==> src/rtl/instr_decode_queue.sv <==
// Buffered instruction decoder: a DEPTH-entry FIFO feeding a registered decode stage.
// Build option: define IMM_SIGN_EXT_EN to sign-extend the 16-bit immediate (default zero-extend).
module instr_decode_queue #(
    parameter int DEPTH     = 4,
    parameter int IMM_OUT_W = 32,
    parameter int R_LO      = 1,
    parameter int R_HI      = 15,
    parameter int I_LO      = 16,
    parameter int I_HI      = 23,
    parameter int M_LO      = 24,
    parameter int M_HI      = 27
) (
    input  logic                       clk,
    input  logic                       rst,
    input  logic                       flush,
    input  logic                       in_valid,
    output logic                       in_ready,
    input  logic [31:0]                in_instr,
    output logic                       out_valid,
    input  logic                       out_ready,
    output logic [5:0]                 out_opcode,
    output logic [1:0]                 out_class,
    output logic [4:0]                 out_rd,
    output logic [4:0]                 out_rs,
    output logic [4:0]                 out_rt,
    output logic [4:0]                 out_shamt,
    output logic [IMM_OUT_W-1:0]       out_imm,
    output logic                       out_we,
    output logic                       out_use_rs,
    output logic                       out_use_rt,
    output logic [$clog2(DEPTH+1)-1:0] count
);
    localparam int PW = $clog2(DEPTH);
    localparam int CW = $clog2(DEPTH+1);

    typedef struct packed {
        logic [5:0]           opcode;
        logic [1:0]           cls;
        logic [4:0]           rd;
        logic [4:0]           rs;
        logic [4:0]           rt;
        logic [4:0]           shamt;
        logic [IMM_OUT_W-1:0] imm;
        logic                 we;
        logic                 use_rs;
        logic                 use_rt;
    } dec_t;

    logic [31:0]   r_mem [DEPTH];
    logic [PW-1:0] r_wr_ptr;
    logic [PW-1:0] r_rd_ptr;
    logic [CW-1:0] r_count;
    logic          r_vld_p1;
    dec_t          r_dec_p1;

    logic          w_full;
    logic          w_empty;
    logic          w_push;
    logic          w_load;
    dec_t          w_dec_p0;

    function automatic logic in_range(input logic [5:0] op, input int lo, input int hi);
        int v;
        v = {26'd0, op};
        return (v >= lo) && (v <= hi);
    endfunction

    function automatic logic [IMM_OUT_W-1:0] ext_imm(input logic [15:0] v);
        logic [IMM_OUT_W-1:0] r;
`ifdef IMM_SIGN_EXT_EN
        r = {IMM_OUT_W{v[15]}};
`else
        r = '0;
`endif
        r[15:0] = v;
        return r;
    endfunction

    function automatic dec_t decode(input logic [31:0] w);
        dec_t d;
        d        = '0;
        d.opcode = w[31:26];
        d.use_rs = 1'b1;
        d.use_rt = 1'b1;
        if (in_range(w[31:26], R_LO, R_HI)) begin
            d.cls   = 2'd0;
            d.rd    = w[25:21];
            d.rs    = w[20:16];
            d.rt    = w[15:11];
            d.shamt = w[10:6];
        end else if (in_range(w[31:26], I_LO, I_HI)) begin
            d.cls    = 2'd1;
            d.rd     = w[25:21];
            d.rs     = w[20:16];
            d.imm    = ext_imm(w[15:0]);
            d.use_rt = 1'b0;
        end else if (in_range(w[31:26], M_LO, M_HI)) begin
            d.cls = 2'd2;
            d.rd  = w[25:21];
            d.rs  = w[25:21];
            d.rt  = w[20:16];
            d.imm = ext_imm(w[15:0]);
        end else begin
            d.cls = 2'd3;
            d.rs  = w[25:21];
            d.rt  = w[20:16];
            d.imm = ext_imm(w[15:0]);
        end
        // Register 0 is hard-wired; writes to it are suppressed.
        d.we = (d.cls != 2'd3) && (d.rd != 5'd0);
        return d;
    endfunction

    assign w_full   = (r_count == CW'(DEPTH));
    assign w_empty  = (r_count == '0);
    assign in_ready = !w_full && !flush;
    assign w_push   = in_valid && in_ready;
    assign w_load   = (!r_vld_p1 || out_ready) && !w_empty && !flush;

    // ---- p0: FIFO storage and head decode
    always_ff @(posedge clk) begin
        if (w_push) begin
            r_mem[r_wr_ptr] <= in_instr;
        end
    end

    assign w_dec_p0 = decode(r_mem[r_rd_ptr]);

    // ---- p1: registered output stage
    always_ff @(posedge clk) begin
        if (rst) begin
            r_wr_ptr <= '0;
            r_rd_ptr <= '0;
            r_count  <= '0;
            r_vld_p1 <= 1'b0;
            r_dec_p1 <= '0;
        end else if (flush) begin
            r_wr_ptr <= '0;
            r_rd_ptr <= '0;
            r_count  <= '0;
            r_vld_p1 <= 1'b0;
        end else begin
            if (w_push) begin
                r_wr_ptr <= r_wr_ptr + PW'(1);
            end
            if (w_load) begin
                r_rd_ptr <= r_rd_ptr + PW'(1);
                r_dec_p1 <= w_dec_p0;
                r_vld_p1 <= 1'b1;
            end else if (out_ready) begin
                r_vld_p1 <= 1'b0;
            end
            case ({w_push, w_load})
                2'b10:   r_count <= r_count + CW'(1);
                2'b01:   r_count <= r_count - CW'(1);
                default: r_count <= r_count;
            endcase
        end
    end

    assign out_valid  = r_vld_p1;
    assign out_opcode = r_dec_p1.opcode;
    assign out_class  = r_dec_p1.cls;
    assign out_rd     = r_dec_p1.rd;
    assign out_rs     = r_dec_p1.rs;
    assign out_rt     = r_dec_p1.rt;
    assign out_shamt  = r_dec_p1.shamt;
    assign out_imm    = r_dec_p1.imm;
    assign out_we     = r_dec_p1.we;
    assign out_use_rs = r_dec_p1.use_rs;
    assign out_use_rt = r_dec_p1.use_rt;
    assign count      = r_count;

endmodule

==> config.mk <==
export PLATFORM = sky130hd
export DESIGN_NAME = instr_decode_queue
export DESIGN_NICKNAME = d
export VERILOG_FILES = /design/src/rtl/instr_decode_queue.sv
export SDC_FILE = /design/constraint.sdc
export NUM_CORES = 1
export LEC_CHECK = 0
export ABC_AREA = 1
export ABC_CLOCK_PERIOD_IN_PS = 3800
export CAP_MARGIN = 10
export CORE_ASPECT_RATIO = 0.6
export CORE_MARGIN = 8
export CORE_UTILIZATION = 55
export CTS_BUF_LIST = sky130_fd_sc_hd__clkbuf_4 sky130_fd_sc_hd__clkbuf_8
export DETAILED_ROUTE_END_ITERATION = 7
export PLACE_DENSITY = 0.8
export SYNTH_ARGS = -nofsm -noshare
export SYNTH_HDL_FRONTEND = slang
export SYNTH_SLANG_ARGS = --single-unit
==> constraint.sdc <==
create_clock -name clk -period 3.8 [get_ports clk]
set_input_delay 0.76 -clock clk [delete_from_list [all_inputs] [get_ports clk]]
set_output_delay 0.76 -clock clk [all_outputs]
set_load 0.01 [all_outputs]
-- Word level (Yosys, flattened, before mapping)
Memories as Yosys holds them, arrays and structs flattened. A register that Yosys moved wholly into a read port is not among the register bits.
Cells that the tools add are included.
- add/subtract/negate cells: 4
- $lt $le $gt $ge: 6
- eq/ne operators: 4
- muxes and demuxes: 16
- bitwise operators: 1
- reductions and logical operators: 19
- operators by type and width (operator ; number):
    $mux 17 ; 1
    $mux 16 ; 1
    $mux 5 ; 3
    $ge 6x5->1 const B ; 2
    $le 6x5->1 const B ; 2
    $mux 12 ; 1
    $logic_and 1x1->1 ; 8
    $mux 1 ; 7
    $ge 6x1->1 const B ; 1
    $le 6x4->1 const B ; 1
    $pmux 3 s2 ; 1
    $reduce_bool 5->1 ; 1
    $add 2x1->2 const B ; 2
    $logic_not 1->1 ; 4
    $mux 2 ; 2
    $reduce_bool 2->1 ; 2
    $add 3x1->3 const B ; 1
    $eq 3x3->1 const B ; 1
    $logic_not 3->1 ; 1
    $sub 3x1->3 const B ; 1
    $eq 2x1->1 const B ; 1
    $eq 2x2->1 const B ; 1
    $ne 2x2->1 const B ; 1
    $reduce_and 2->1 ; 1
    other kinds (3) ; 3
- register bits: 71
- memory bits (writable): 128
- input bits: 37
- output and inout bits: 68
- memories kept: 1
- memories (memory ; depth ; bits a word ; read ports ; clocked after memory_dff ; write ports ; line ; text):
    r_mem ; 4 ; 32 ; 1 ; 1 ; 1 ; 49 ; logic [31:0] r_mem [DEPTH];

-- Depth between registers and ports, before layout
- depth in word-level cells: 7
- depth in mapped cells: 15
- mapped depth without buffers: 13

-- Worst setup path before layout
No wires, ideal clock.
- path kind: in2reg
- from: input port flush
- to: memory r_mem[0][0] (enable)
- setup time: 0.421 ns
- arrival: 2.665 ns
- data required time: 3.379 ns
- path slack: 0.714 ns
- cell stages on the path: 3
- path buffers: 0
- cells stage by stage: a31oi_1 > nand2_1 > nor2_1
- longest elaborated chain between the ends: 5
- RTL lines (item ; line ; text):
    from (decl) ; 15 ; input logic flush,
    $logic_not 1->1 ; 116 ; assign in_ready = !w_full && !flush;
    $logic_and 1x1->1 ; 116 ;
    $logic_and 1x1->1 ; 117 ; assign w_push = in_valid && in_ready;
    $mux 1 ; 122 ; if (w_push) begin
    $mux 1 (implied by the code) ; 123 ; r_mem[r_wr_ptr] <= in_instr;
    to (decl) ; 49 ;
No other way between the ends.

==> results.sh <==
export IMPL_status="finished, final reports clean"
export IMPL_cts_root_buf="clkbuf_8"
export IMPL_ys_types=35
export IMPL_tightest_slew_ps=940.1
export IMPL_rsz0062_at_grt="false"
export IMPL_grt_overflow=0
export IMPL_finalClockSkew_ps=14.52
export IMPL_synth_edf_count=128
export IMPL_firstDrtPassIters=5
export IMPL_min_delay_path_class="register to register"
export IMPL_dieWidth_um=165.2
export IMPL_fin_crit_ps=2830
export IMPL_powerDensity_nw_per_um2=454.2
export IMPL_clockBufferDepth=2
export IMPL_routedWlPerCell_um=18.69
export IMPL_numPortBuffers=88
export IMPL_slew_violations=0
export IMPL_die_y_um=105.5
export IMPL_boundaryPins=105
export IMPL_finalWeightedCongestion=0.7793
export IMPL_cp_start_kind="register"
export IMPL_grt_max_degree=67
export IMPL_synth_area_sq_um=7343
export IMPL_dp_final_hpwl_um=11250
export IMPL_drv_cap=0
export IMPL_async_reset_ff_share_pct=0
export IMPL_grt_pass1_wl_um=26950
export IMPL_syn_avg_cell_area_sq_um=11.14
export IMPL_relSlewSlack_pct=37.13
export IMPL_ir_drop_mv=0.3236
export IMPL_synthFlopType="edfxtp_1"
export IMPL_cts_tree="done"
export IMPL_setup_ws_ps=969.6
export IMPL_cts_setup_buffers=0
export IMPL_num_rows=32
export IMPL_ys_ff_latch=185
export IMPL_drc=0
export IMPL_clk_latency_ps=450
export IMPL_ctsHoldBuffers=0
export IMPL_p_leak_nw=3.100
export IMPL_syn_inst=659
export IMPL_clk_pin_slew_ps=90
export IMPL_drive_gt1_share_pct=10.34
export IMPL_track_usage_pct=20.17
export IMPL_coreArea_sq_um=12930
export IMPL_wirelength_um=17270
export IMPL_grt_pass1_vias=5023
export IMPL_whs_ps=472.2
export IMPL_start_util_pct=56.78
export IMPL_critPathKind="register to register"
export IMPL_cts_htree_levels=4
export IMPL_antennaDiodeCount=0
export IMPL_num_vias=5084
export IMPL_fmax_ghz=0.3533
export IMPL_tns_ps=0
export IMPL_pre_cts_ws_ps=874.5
export IMPL_finalSetupViolCount=0
export IMPL_antenna_found_initial=1
export IMPL_clkSinkCount=185
export IMPL_drt_iter0_drc=544
export IMPL_period_share_pct=74.49
export IMPL_final_hold_viol_count=0
export IMPL_cts_buffers=17
export IMPL_viasPerCell=5.502
export IMPL_cp_required_ps=4090
export IMPL_cts_resized=0
export IMPL_arrival_ps=3120
export IMPL_path_max_fanout=66
export IMPL_final_util_pct=67.43
export IMPL_area_growth_pct=18.76
export IMPL_die_area_sq_um=17430
export IMPL_nFillCells=946
export IMPL_ant_nets=0
export IMPL_finalPower_mw=3.961
export IMPL_nNetsFinal=784
export IMPL_yosysSeqAreaShare_pct=67.88
export IMPL_ys_warn_count=0
export IMPL_setup_worst_path_end_class="register"
[cells by family after synthesis]
group	Yosys count	share of synthesized area, %
flip-flops	185	67.88
other	1	0.05107
AND/OR/NAND/NOR	230	13.53
buffers and inverters	87	6.032
adder cells (fa/ha/maj)	6	1.125
AO/OA/AOI/OAI	150	11.38
[path summary, 6_finish.rpt]
path | from | to | slack (ps) | cells after the start
max | register | out_rs[4] | 970 | 11
min | out_imm[12] | out_imm[12] | 470 | 2
max reg2reg | register | out_rs[4] | 970 | 11
min reg2reg | out_imm[12] | out_imm[12] | 470 | 2
[cells in the final DEF (no fill, tap or decap), drive strengths merged, types with 4 or more instances in the layout]
master	count
clkbuf	18
dfxtp	57
bufinv	4
conb	16
a31oi	6
ha	5
nand2	114
nand3	13
nor3	16
o22ai	12
clkdlybuf4s50	88
a21oi	55
inv	39
buf	10
clkinv	8
o21ai	64
nor2	87
o211ai	8
edfxtp	128
[cells in the mapped netlist, drive strengths merged (5+ instances only)]
master,instances,area share (%)
edfxtp,128,52
inv,35,1.8
dfxtp,57,16
nand3,13,1.3
clkbuf,17,0.87
nand2,114,6.2
nor3,16,1.1
o22ai,12,1.0
ha,5,0.85
o21ai,64,4.4
nor2,87,5.0
a31oi,6,0.51
o211ai,8,0.82
a21oi,55,4.1
buf,33,3.2
[report_power, final]
part | internal [mW] | switching, mW | leakage [nW]
clock network | 0.732 | 0.684 | 0.226
registers | 2.20 | 0.0243 | 1.63
logic | 0.127 | 0.191 | 1.25
[registers in the layout, indices dropped and copies added, names as in the netlist, named ones only]
register,flops
count,3
out_imm,16
r_rd_ptr,2
out_shamt,5
out_rd,5
out_use_rs,1
out_valid,1
out_rs,5
out_class,2
r_mem,128
out_opcode,6
out_rt,5
r_wr_ptr,2
out_we,1
out_use_rt,1
[through the flow]
stage | cells | cell area [sq um]
after floorplan | 674 | 7400
after global placement | 892 | 8283
after detailed placement | 892 | 8283
after CTS | 924 | 8721
after global routing | 924 | 8721
final | 924 | 8721
[metal layers]
| metal | global-route usage (%) | part of all wire (%) | vias to the layer above |
|---|---|---|---|
| li1 | - | - | 2409 |
| met1 | 26.97 | 43 | 2411 |
| met2 | 31.51 | 45 | 239 |
| met3 | 6.371 | 11 | 23 |
| met4 | 4.994 | 0.95 | 2 |
| met5 | 0 | 0.075 | - |
[critical path, cell delays in order, from the launching register on]
cell	delay [ps]
dfxtp_2	630
inv_4	340
nand2_1	160
nand3_1	110
nand2_2	140
nand2_2	110
o21ai_2	560
nand2_1	180
inv_2	180
nand2_1	70
o211ai_1	80
a21oi_1	80
[final cells by class]
class	instances	area (sq um)	area share, %
Clock buffer	18	241.5	2.769
Clock inverter	14	196.4	2.253
Inverter	37	141.4	1.621
Multi-Input combinational cell	402	1987	22.78
Sequential cell	185	4986	57.17
Tap cell	170	212.7	2.439
Timing Repair Buffer	98	955.9	10.96
(Power assumes the default switching activity.)
